[src/rtl/tdc_meas_ctrl.sv]
// Measurement sequencer for the inverter-chain TDC: arm, settle, sample, average, hand off.
// Optional feature macro TDC_BUBBLE_FIX_EN selects a bubble-tolerant first-zero tap count.
module tdc_meas_ctrl #(
    parameter int N_TAPS        = 16,
    parameter int LOG2_SAMPLES  = 3,
    parameter int SETTLE_CYCLES = 4,
    parameter int SYNC_STAGES   = 2,
    parameter int RES_W         = 8
) (
    input  logic              clk,
    input  logic              rst_n,
    input  logic              start_i,
    input  logic              cont_i,
    input  logic [N_TAPS-1:0] taps_i,
    output logic              sensor_en_o,
    output logic              busy_o,
    output logic [RES_W-1:0]  result_o,
    output logic              range_o,
    output logic              valid_o,
    input  logic              ready_i
);

    localparam int CW      = $clog2(N_TAPS + 1);
    localparam int NS      = 1 << LOG2_SAMPLES;
    localparam int ACC_W   = CW + LOG2_SAMPLES;
    localparam int HALF    = (LOG2_SAMPLES > 0) ? (1 << (LOG2_SAMPLES - 1)) : 0;
    localparam int CNT_MAX = (SETTLE_CYCLES > NS) ? SETTLE_CYCLES : NS;
    localparam int CNT_W   = $clog2(CNT_MAX + 1);

    typedef enum logic [2:0] {
        S_IDLE   = 3'd0,
        S_ARM    = 3'd1,
        S_SAMPLE = 3'd2,
        S_CALC   = 3'd3,
        S_DONE   = 3'd4
    } state_t;

    state_t            r_state;
    state_t            w_next;
    logic [CNT_W-1:0]  r_cnt;
    logic [N_TAPS-1:0] r_sync [SYNC_STAGES];
    logic [ACC_W-1:0]  r_acc;
    logic              r_range;
    logic [RES_W-1:0]  r_result;
    logic              r_sensor_en;
    logic              r_busy;
    logic              r_valid;
    logic              w_req;
    logic              w_extreme;
    logic [CW-1:0]     w_sample;
    logic [ACC_W:0]    w_sum;
    logic [CW-1:0]     w_avg;

    // Tap count of one synchronised sample (thermometer code to integer).
    function automatic logic [CW-1:0] f_tap_count(input logic [N_TAPS-1:0] taps);
        logic [CW-1:0] cnt;
`ifdef TDC_BUBBLE_FIX_EN
        logic          run;
        run = 1'b1;
`endif
        cnt = {CW{1'b0}};
        for (int i = 0; i < N_TAPS; i++) begin
`ifdef TDC_BUBBLE_FIX_EN
            if (run && taps[i]) begin
                cnt = cnt + CW'(1);
            end else begin
                run = 1'b0;
            end
`else
            if (taps[i]) begin
                cnt = cnt + CW'(1);
            end else begin
                cnt = cnt;
            end
`endif
        end
        return cnt;
    endfunction

    assign w_req     = start_i | cont_i;
    assign w_sample  = f_tap_count(r_sync[SYNC_STAGES-1]);
    assign w_extreme = (r_sync[SYNC_STAGES-1] == {N_TAPS{1'b0}}) ||
                       (r_sync[SYNC_STAGES-1] == {N_TAPS{1'b1}});
    // Round half up before dropping the fractional sample bits.
    assign w_sum     = {1'b0, r_acc} + (ACC_W + 1)'(HALF);
    assign w_avg     = CW'(w_sum >> LOG2_SAMPLES);

    // Next-state decode for the measurement sequence.
    always_comb begin
        w_next = r_state;
        case (r_state)
            S_IDLE: begin
                if (w_req) begin
                    w_next = S_ARM;
                end else begin
                    w_next = S_IDLE;
                end
            end
            S_ARM: begin
                if (r_cnt == CNT_W'(SETTLE_CYCLES - 1)) begin
                    w_next = S_SAMPLE;
                end else begin
                    w_next = S_ARM;
                end
            end
            S_SAMPLE: begin
                if (r_cnt == CNT_W'(NS - 1)) begin
                    w_next = S_CALC;
                end else begin
                    w_next = S_SAMPLE;
                end
            end
            S_CALC: begin
                w_next = S_DONE;
            end
            S_DONE: begin
                if (ready_i) begin
                    w_next = w_req ? S_ARM : S_IDLE;
                end else begin
                    w_next = S_DONE;
                end
            end
            default: begin
                w_next = S_IDLE;
            end
        endcase
    end

    // State register and outputs registered from the next state.
    always_ff @(posedge clk or negedge rst_n) begin
        if (!rst_n) begin
            r_state     <= S_IDLE;
            r_sensor_en <= 1'b0;
            r_busy      <= 1'b0;
            r_valid     <= 1'b0;
        end else begin
            r_state     <= w_next;
            r_sensor_en <= (w_next == S_ARM) || (w_next == S_SAMPLE);
            r_busy      <= (w_next != S_IDLE);
            r_valid     <= (w_next == S_DONE);
        end
    end

    // Phase counter: restarts on every state change, runs only in ARM/SAMPLE.
    always_ff @(posedge clk or negedge rst_n) begin
        if (!rst_n) begin
            r_cnt <= {CNT_W{1'b0}};
        end else if (w_next != r_state) begin
            r_cnt <= {CNT_W{1'b0}};
        end else if ((r_state == S_ARM) || (r_state == S_SAMPLE)) begin
            r_cnt <= r_cnt + CNT_W'(1);
        end else begin
            r_cnt <= {CNT_W{1'b0}};
        end
    end

    // Tap synchroniser; ARM lasts long enough to flush stale taps out.
    always_ff @(posedge clk or negedge rst_n) begin
        if (!rst_n) begin
            for (int i = 0; i < SYNC_STAGES; i++) begin
                r_sync[i] <= {N_TAPS{1'b0}};
            end
        end else if ((r_state == S_ARM) || (r_state == S_SAMPLE)) begin
            r_sync[0] <= taps_i;
            for (int i = 1; i < SYNC_STAGES; i++) begin
                r_sync[i] <= r_sync[i-1];
            end
        end else begin
            for (int i = 0; i < SYNC_STAGES; i++) begin
                r_sync[i] <= {N_TAPS{1'b0}};
            end
        end
    end

    // Sample accumulator, cleared while arming.
    always_ff @(posedge clk or negedge rst_n) begin
        if (!rst_n) begin
            r_acc <= {ACC_W{1'b0}};
        end else if (r_state == S_ARM) begin
            r_acc <= {ACC_W{1'b0}};
        end else if (r_state == S_SAMPLE) begin
            r_acc <= r_acc + ACC_W'(w_sample);
        end else begin
            r_acc <= r_acc;
        end
    end

    // Sticky out-of-range flag, cleared on entry to ARM.
    always_ff @(posedge clk or negedge rst_n) begin
        if (!rst_n) begin
            r_range <= 1'b0;
        end else if ((r_state != S_ARM) && (w_next == S_ARM)) begin
            r_range <= 1'b0;
        end else if ((r_state == S_SAMPLE) && w_extreme) begin
            r_range <= 1'b1;
        end else begin
            r_range <= r_range;
        end
    end

    // Result register, loaded once per measurement and held until the next.
    always_ff @(posedge clk or negedge rst_n) begin
        if (!rst_n) begin
            r_result <= {RES_W{1'b0}};
        end else if (r_state == S_CALC) begin
            r_result <= RES_W'(w_avg);
        end else begin
            r_result <= r_result;
        end
    end

    assign sensor_en_o = r_sensor_en;
    assign busy_o      = r_busy;
    assign valid_o     = r_valid;
    assign result_o    = r_result;
    assign range_o     = r_range;

endmodule
[config.mk]
export PLATFORM = sky130hd
export DESIGN_NAME = tdc_meas_ctrl
export DESIGN_NICKNAME = d
export VERILOG_FILES = /design/src/rtl/tdc_meas_ctrl.sv
export SDC_FILE = /design/constraint.sdc
export NUM_CORES = 1
export LEC_CHECK = 0
export ABC_AREA = 1
export CAP_MARGIN = 20
export CORE_UTILIZATION = 60
export DETAILED_ROUTE_END_ITERATION = 12
export PLACE_DENSITY = 0.84
export SETUP_SLACK_MARGIN = 0.1
export SLEW_MARGIN = 20
export SYNTH_ARGS = -nofsm -noshare
export SYNTH_HDL_FRONTEND = slang
export SYNTH_SLANG_ARGS = --single-unit
[constraint.sdc]
create_clock -name clk -period 9.6 [get_ports clk]
set_input_delay 2.4 -clock clk [delete_from_list [all_inputs] [get_ports clk]]
set_output_delay 2.4 -clock clk [all_outputs]
set_load 0.02 [all_outputs]
---- Word level (Yosys, flattened, before mapping) ----
Index checks and enable logic that the tools add are counted.
operators by class
  $add $sub $neg .......................... 18
  eq/ne operators ......................... 12
  multiplexer cells ....................... 28
  bitwise logic cells ..................... 1
  reductions and logical operators ........ 10
operators by type and width
  kind                                                                     count
  5-bit by 1-bit adder with 5-bit output, second input constant            15
  5-bit two-way mux                                                        15
  32-bit two-way mux                                                       1
  16-bit equality test, second input constant                              1
  16-bit zero test                                                         1
  8-bit two-way mux                                                        2
  3-bit case mux with 5 select lines                                       1
  3-bit by 2-bit equality test with 1-bit output, second input constant    3
  8-bit by 3-bit adder with 8-bit output, second input constant            1
  8-bit by 5-bit adder with 8-bit output                                   1
  4-bit two-way mux                                                        2
  3-bit by 1-bit equality test with 1-bit output, second input constant    2
  3-bit equality test, second input constant                               2
  1-bit two-way mux                                                        5
  4-bit by 1-bit adder with 4-bit output, second input constant            1
  4-bit by 2-bit equality test with 1-bit output, second input constant    1
  4-bit by 3-bit equality test with 1-bit output, second input constant    1
  2-bit nonzero test                                                       2
  3-bit zero test                                                          1
  1-bit logical OR                                                         3
  3-bit two-way mux                                                        1
  3-bit by 1-bit inequality test with 1-bit output, second input constant  1
  3-bit inequality test                                                    1
  3-bit nonzero test                                                       1
  other kinds (3)                                                          4
word-level totals
  register bits ........................... 56
  input port bits ......................... 21
  output and inout bits ................... 12
  word-level logic and storage cells ...... 79

---- Longest topological paths before layout ----
Gate-level depths: netlist of the first run.
  word-level depth ........................ 34
  mapped depth ............................ 59
  mapped depth without buffers ............ 59

---- Worst setup path after synthesis of the first run ----
Ideal clock, no wire load.
  path kind ............................... register to register
  start point ............................. reg r_sync[0] (netlist name)
  end point ............................... reg r_acc[5]
  library setup time ...................... 63 ps
  arrival time ............................ 7242 ps
  data required time ...................... 9537 ps
  path slack .............................. 2295 ps
  stages on the path, launching flop included .. 57
  buffers on the path ..................... 0
  period minus slack after synthesis ...... 7305 ps
  cell sequence ........................... dfrtp_1 -> inv_1 -> ha_1 -> nand2_2 -> inv_1 -> nor2_1 -> nand2_1 -> nand3_1 -> nand2_1 -> ha_1 -> or2_1 -> nand2_1 -> nand2_1 -> nand3_1 -> nand2_1 -> ha_1 -> nand2_1 -> nand2_1 -> (+21 left out) -> nand2_1 -> ha_1 -> nor2_1 -> a31oi_2 -> ha_1 -> or2_2 -> o21ai_0 -> inv_1 -> ha_1 -> nand2_1 -> nor2_1 -> a211oi_1 -> nor2_1 -> o21ai_0 -> nand2_1 -> nand2_1 -> mux2_2 -> inv_1
on the way
  longest elaborated chain between the ends .. 34
ends and longest elaborated chain
  element                                   RTL line  text
  from (decl)                               41        logic [N_TAPS-1:0] r_sync [SYNC_STAGES];
  from (signal, indexed assignment)         161       r_sync[i] <= {N_TAPS{1'b0}};
  from (signal, indexed assignment)         166       r_sync[i] <= r_sync[i-1];
  from (signal, indexed assignment)         170       r_sync[i] <= {N_TAPS{1'b0}};
  1-bit two-way mux *                       70        if (taps[i]) begin
  5-bit by 1-bit adder with 5-bit output    71        cnt = cnt + CW'(1);
  5-bit two-way mux *                       70
  5-bit by 1-bit adder with 5-bit output    71
  5-bit two-way mux *                       70
  5-bit by 1-bit adder with 5-bit output    71
  5-bit two-way mux *                       70
  5-bit by 1-bit adder with 5-bit output    71
  (+18 left out)                            n/a
  5-bit two-way mux *                       70
  5-bit by 1-bit adder with 5-bit output    71
  5-bit two-way mux *                       70
  5-bit by 1-bit adder with 5-bit output    71
  5-bit two-way mux *                       70
  8-bit by 5-bit adder with 8-bit output *  182       r_acc <= r_acc + ACC_W'(w_sample);
  8-bit two-way mux *                       181       end else if (r_state == S_SAMPLE) begin
  8-bit two-way mux *                       179       end else if (r_state == S_ARM) begin
  to (signal assigned)                      180       r_acc <= {ACC_W{1'b0}};
  to (signal assigned)                      182
  to (signal assigned)                      184       r_acc <= r_acc;
  to (decl)                                 42        logic [ACC_W-1:0] r_acc;
Mark *: on every way between the ends. The rest lies on a longest branch, timed or not. The select of a mux whose other input is x is not followed.
A chain may end at the register's enable or synchronous reset.

---- Final worst setup path of the first run ----
Same ends and word-level chain as after synthesis.

==> impl_metrics.csv, run 1 <==
group,metric,value,unit
cts,ctsResizeCount,0,
cts,holdBufCountCts,0,
cts,cts_tree,"built",
setup_path,crit_top_cell,"nand2_1",
synth,synth.distinct_cells,38,
synth,synth_area,4510,µm²
synth,ys_async_sr_fraction,100,%
synth,synth_top_family_by_area,"simple AND/OR/NAND/NOR gates",
setup_path,worstSetupStartpointType,"flop",
worst_hold_path,hold_class,"reg -> reg",
global_routing,grt_max_degree,57,
synth,yosysSeqAreaShare,31.1,%
setup_path,crit_fanout,5,
cts,postCtsSetupBuffers,0,
setup_path,slowest_delay,0.39,ns
place,io_buffers,29,
timing,relSlewSlack,31.6,%
timing,rsz0062_at_grt,"false",
timing,min_period_over_period,84.4,%
route,ant_nets,0,
synth,synth.most_common_cell,"nand2_1",
floorplan,pin_count,33,
route,vias,3958,
cts,numCtsBuffers,5,
synth,synth_ff_type,"dfrtp_1",
timing,tns,0,ns
synth,yosys-top-cells-count,"nand2_1 (179), inv_1 (109), nor2_1 (70)",
route,dr.pass1.iters,6,
cts,h-tree-depth,2,
cts,clock_path_buffers,2,
synth,syn_area_per_cell,6.95,µm²
cts,root_buffer,"clkbuf_8",
global_routing,grt_pass1_wl,15.5,mm
setup_path,critPathSlowestCell,"dfrtp_1",
timing,setup_viol,0,
floorplan,die-area,7860,µm²
timing,skew,0.00587,ns
synth,ys_warn_count,0,
place,place.gp.congestion,0.877,
synth,ys_top_cells_by_area,"dfrtp_1 (31%), nand2_1 (15%), inv_1 (9.1%)",
route,wl_per_cell,11.1,µm
floorplan,die_h,88.7,µm
setup_path,crit_required,9.86,ns
global_routing,overflow,0,
synth,synthDominantCellAreaShare,31.1,%
timing,min_period,8.10,ns
cts,clkLatencyLatePin,0.31,ns
cells_and_area,finish.net_count,723,
timing,fmax,0.123,GHz
synth,syn_inst,649,
cells_and_area,final_util,68.9,%
route,first_iter_violations,197,
floorplan,row_count,31,
cts,clkSinkCount,56,
setup_path,crit_path_end_kind,"flop",
cells_and_area,diodes,0,
timing,finalHoldViolations,0,
timing,finalMaxSlewViolations,0,
synth,yosysTopAreaCell,"dfrtp_1",
timing,tightestPinTransition,1.02,ns
run,drv_cap,0,
synth,synthAdderAreaFrac,6.83,%
synth,synth-compound-area-share,3.83,%
synth,ys_ff_latch,56,
route,route.detailed.drc,0,
cts,clkTransAtPathRegs,0.10,ns
synth,synth-simple-area-share,44.7,%
cells_and_area,drive_gt1_share,10.8,%
synth,synth_edf_count,0,
route,routed_wl,8.61,mm
status,status,"completed",
floorplan,die_w,88.7,µm
place,place_hpwl,6.84,mm
setup_path,crit_arrival,8.36,ns
floorplan,initial_core_util,62.2,%
synth,synth_xor_area_share,1.75,%
cells_and_area,area_growth,10.8,%
route,avgViaCountPerCell,5.09,
global_routing,grt_usage,24.4,%
floorplan,core-area,7250,µm²
synth,synthMuxAreaShare,0.500,%
setup_path,path_class,"reg -> reg",
global_routing,grt_pass1_vias,3688,
global_routing,antenna_found_initial,0,
-- layout by cell type, fill, tap and decap left out, types with 3 or more instances in the layout --
cell | netlist | routed
xnor2_1 | 3 | 3
a21oi_1 | 5 | 5
nand2_4 | 16 | 16
nand3_1 | 69 | 69
nand3b_1 | 11 | 11
nor3_1 | 5 | 5
nor2_1 | 70 | 69
inv_1 | 109 | 109
nand3_2 | 6 | 6
nand2_1 | 179 | 179
nor3b_1 | 3 | 3
nand4_1 | 9 | 9
inv_2 | 4 | 4
dfrtp_1 | 56 | 56
nand3_4 | 9 | 9
xor2_1 | 6 | 6
clkdlybuf4s50_1 | 0 | 28
clkbuf_8 | 0 | 6
nand2_2 | 19 | 19
o21ai_0 | 16 | 16
conb_1 | 1 | 3
ha_1 | 23 | 23
-- area by class of cell --
type	count	area (µm²)
repair buffers	31	300
flip-flops and latches	56	1400
clock inverters	2	38.8
well taps	99	124
clock buffers	6	82.6
fillers	608	2260
multi-input cells	468	2610
inverters	116	438
-- critical path, delay by kind of cell (launching register included) --
kind | cells | cell delay, ns
AND/OR/NAND/NOR | 34 | 3.60
adder cells (fa/ha/maj) | 9 | 2.62
AO/OA/AOI/OAI | 5 | 0.84
flip-flops | 1 | 0.39
multiplexers | 1 | 0.33
buffers and inverters | 4 | 0.28
-- path summary, 6_finish.rpt --
kind,to,start,slack [ns],cells past startpoint
setup / recovery,r_acc[5],r_sync[0],1.50,53
hold / removal,r_sync[12],r_sync[28],0.47,2
setup reg to reg,r_acc[5],r_sync[0],1.50,53
hold reg to reg,r_sync[12],r_sync[28],0.47,2
max in group asynchronous,r_sync[14],rst_n,6.96,2
min in group asynchronous,result_o[1],rst_n,2.19,2
-- kinds of logic (layout without fill, tap and decap cells) --
group	count (synthesis)	after routing
AND/OR/NAND/NOR	401	401
other	1	3
adder cells (fa/ha/maj)	24	24
multiplexers	2	2
XOR/XNOR	9	9
AO/OA/AOI/OAI	29	29
buffers and inverters	127	155
flip-flops	56	56
-- routing by layer --
layer,wire length (µm),global-route usage (%),share of wire [%]
met4,68,4.69,0.79
met1,4110,32.5,48
met2,4170,42.9,48
met3,260,3.08,3.0
met5,0,0,0
-- registers in the layout, summed over array words and instances, names as in the netlist --
register     cells
r_acc            8
result_o         5
range_o          1
r_cnt            4
r_sync          32
valid_o          1
busy_o           1
r_state          3
sensor_en_o      1
-- stage by stage --
stage	setup slack, ns	cell area, µm²	instances	hold WS (ns)
6_report	1.50	4990	778	0.473
5_1_grt	0.780	4990	778	0.485
4_1_cts	1.55	4990	778	0.470
3_5_place_dp	1.60	4870	770	0.461
3_3_place_gp	1.95	4870	770	0.449
2_1_floorplan	2.29	4520	651	0.433
Power of run 1 is left out: the tool's default activity adds up to more than one toggle a clock period on the data nets, which glitch-free logic cannot reach.
==> run 2: changes to the inputs <==
- CORE_UTILIZATION: 60 -> 54
- PLACE_DENSITY: 0.84 -> 0.8
- clock period: 9.6 -> 7.2 ns (I/O delays scaled with it)
==> impl_metrics.csv, run 2 (synthesis gave the netlist of run 1 again) <==
group,metric,value,unit
status,status,"complete, but fails checks",
status,violations,"setup timing",
route,route.detailed.drc,0,
timing,rsz0062_at_grt,"true",
floorplan,pin_count,33,
setup_path,crit_arrival,7.81,ns
setup_path,worstSetupStartpointType,"flop",
timing,timing.hold.ws,0.475,ns
cells_and_area,top_register,"r_sync",
cells_and_area,fillers,396,
cts,cts_tree,"built",
setup_path,timing.rr.start,"r_sync[0]",
timing,final.setup.worst_slack,-0.355,ns
cts,root_buffer,"clkbuf_8",
floorplan,initial_core_util,57.2,%
route,routed_wl,15.9,mm
cells_and_area,final_cell_mix,"nand2_1 (114), buf_4 (103), inv_1 (92), nor2_1 (62), nand2_2 (58)",
floorplan,die_w,93.4,µm
floorplan,die_h,93.4,µm
setup_path,rrSetupSlack,-0.35,ns
cts,clkTransAtPathRegs,0.10,ns
setup_path,path_class,"reg -> reg",
worst_hold_path,holdPathStages,2,
cells_and_area,area_growth,46.1,%
global_routing,grt_usage,30.5,%
cts,h-tree-depth,2,
global_routing,overflow,0,
setup_path,crit_required,7.46,ns
route,wl_per_cell,17.9,µm
cells_and_area,final_common_cell,"nand2_1",
timing,min_period_over_period,105,%
route,ant_nets,0,
cts,numCtsBuffers,5,
setup_path,crit_fanout,4,
setup_path,rr_worst_depth,57,
global_routing,grt_pass1_vias,4868,
cells_and_area,drive_gt1_share,40.9,%
timing,tightestPinTransition,1.23,ns
timing,min_period,7.55,ns
setup_path,cp-startpoint,"r_sync[0]",
timing,relSlewSlack,17.6,%
route,vias,5225,
global_routing,antenna_found_initial,0,
run,drv_cap,0,
global_routing,grt_pass1_wl,21.3,mm
timing,skew,0.0106,ns
worst_hold_path,hold_start,"r_sync[19]",
floorplan,row_count,32,
setup_path,crit_path_end_kind,"flop",
timing,finalHoldViolations,0,
floorplan,core-area,7890,µm²
cts,holdBufCountCts,0,
cells_and_area,finish.net_count,827,
cts,clkSinkCount,56,
cells_and_area,multi_input_area,3410,µm²
route,avgViaCountPerCell,5.90,
place,place_hpwl,7.11,mm
setup_path,crit_top_cell,"nand2_4",
place,place.gp.congestion,0.837,
cts,clkLatencyLatePin,0.31,ns
route,dr.pass1.iters,5,
setup_path,r2r-end,"r_acc[5]",
timing,fmax,0.132,GHz
timing,setup_viol,5,
cells_and_area,seqCellArea,1400,µm²
place,io_buffers,29,
cells_and_area,diodes,0,
cells_and_area,largest_reg_flops,32,
setup_path,slowest_delay,0.41,ns
worst_hold_path,hold_class,"reg -> reg",
route,first_iter_violations,454,
timing,finalMaxSlewViolations,0,
global_routing,grt_max_degree,57,
setup_path,critPathSlowestCell,"dfrtp_1",
setup_path,critical_path.endpoint,"r_acc[5]",
floorplan,die-area,8720,µm²
cts,clock_path_buffers,2,
[run 2: cell types whose count changed in the layout (fill, tap and decap cells not counted), moves of 16 or more]
| cell | before | now |
|---|---|---|
| buf_4 | 2 | 103 |
| ha_1 | 23 | 5 |
| inv_2 | 4 | 20 |
| inv_1 | 109 | 92 |
| ha_4 | 0 | 16 |
| nand2_2 | 19 | 58 |
| nand2_1 | 179 | 114 |
| nand3_2 | 6 | 26 |
| nand3_1 | 69 | 43 |
| nand2_4 | 16 | 42 |
[run 2: worst max-delay path: cells and delay by family (launching register included)]
kind                     cells  cell delay, ns
flip-flops                   1            0.41
AND/OR/NAND/NOR             34            3.27
adder cells (fa/ha/maj)      8            2.11
buffers and inverters       10            0.84
XOR/XNOR                     1            0.13
AO/OA/AOI/OAI                3            0.34
multiplexers                 1            0.36
[run 2: metal layers]
metal	wire [µm]	global-route usage (%)	share of wire, %
met1	5750	35.2	36
met2	7560	53.5	48
met3	1280	4.88	8.1
met4	1260	17.4	7.9
met5	0	0	0
[run 2: repair_timing]
action / CTS / global route
pin swaps: 74 / 92
buffers inserted: 80 / 14
resized for setup: 78 / 116
endpoints found under the setup margin: 5 / 7
[run 2: cell type report]
cell class / count / area share [%]
Timing Repair Buffer: 135 / 16.6
Multi-Input combinational cell: 468 / 51.8
Tap cell: 102 / 1.94
Clock buffer: 6 / 1.10
Sequential cell: 56 / 21.3
Inverter: 116 / 6.69
Clock inverter: 2 / 0.589
[run 2: worst min-delay path by stage]
stage,endpoint
CTS,r_cnt[0]
floorplan,r_cnt[0]
finish,r_sync[3]
detailed placement,r_cnt[0]
global placement,r_cnt[0]
global route,r_cnt[0]
[run 2: through the flow]
stage	setup WS (ns)	cell area (µm²)	cells	TNS (ns)	utilization, %
2_1_floorplan	0.123	4540	651	0	-
3_3_place_gp	-0.163	5060	794	-0.270	64.1
3_5_place_dp	-0.367	5060	794	-0.892	64.1
4_1_cts	0.100	6090	881	0	77.2
5_1_grt	-0.608	6590	885	-2.66	83.5
6_report	-0.355	6590	885	-1.31	83.5
Power of run 2 is left out for the same reason.
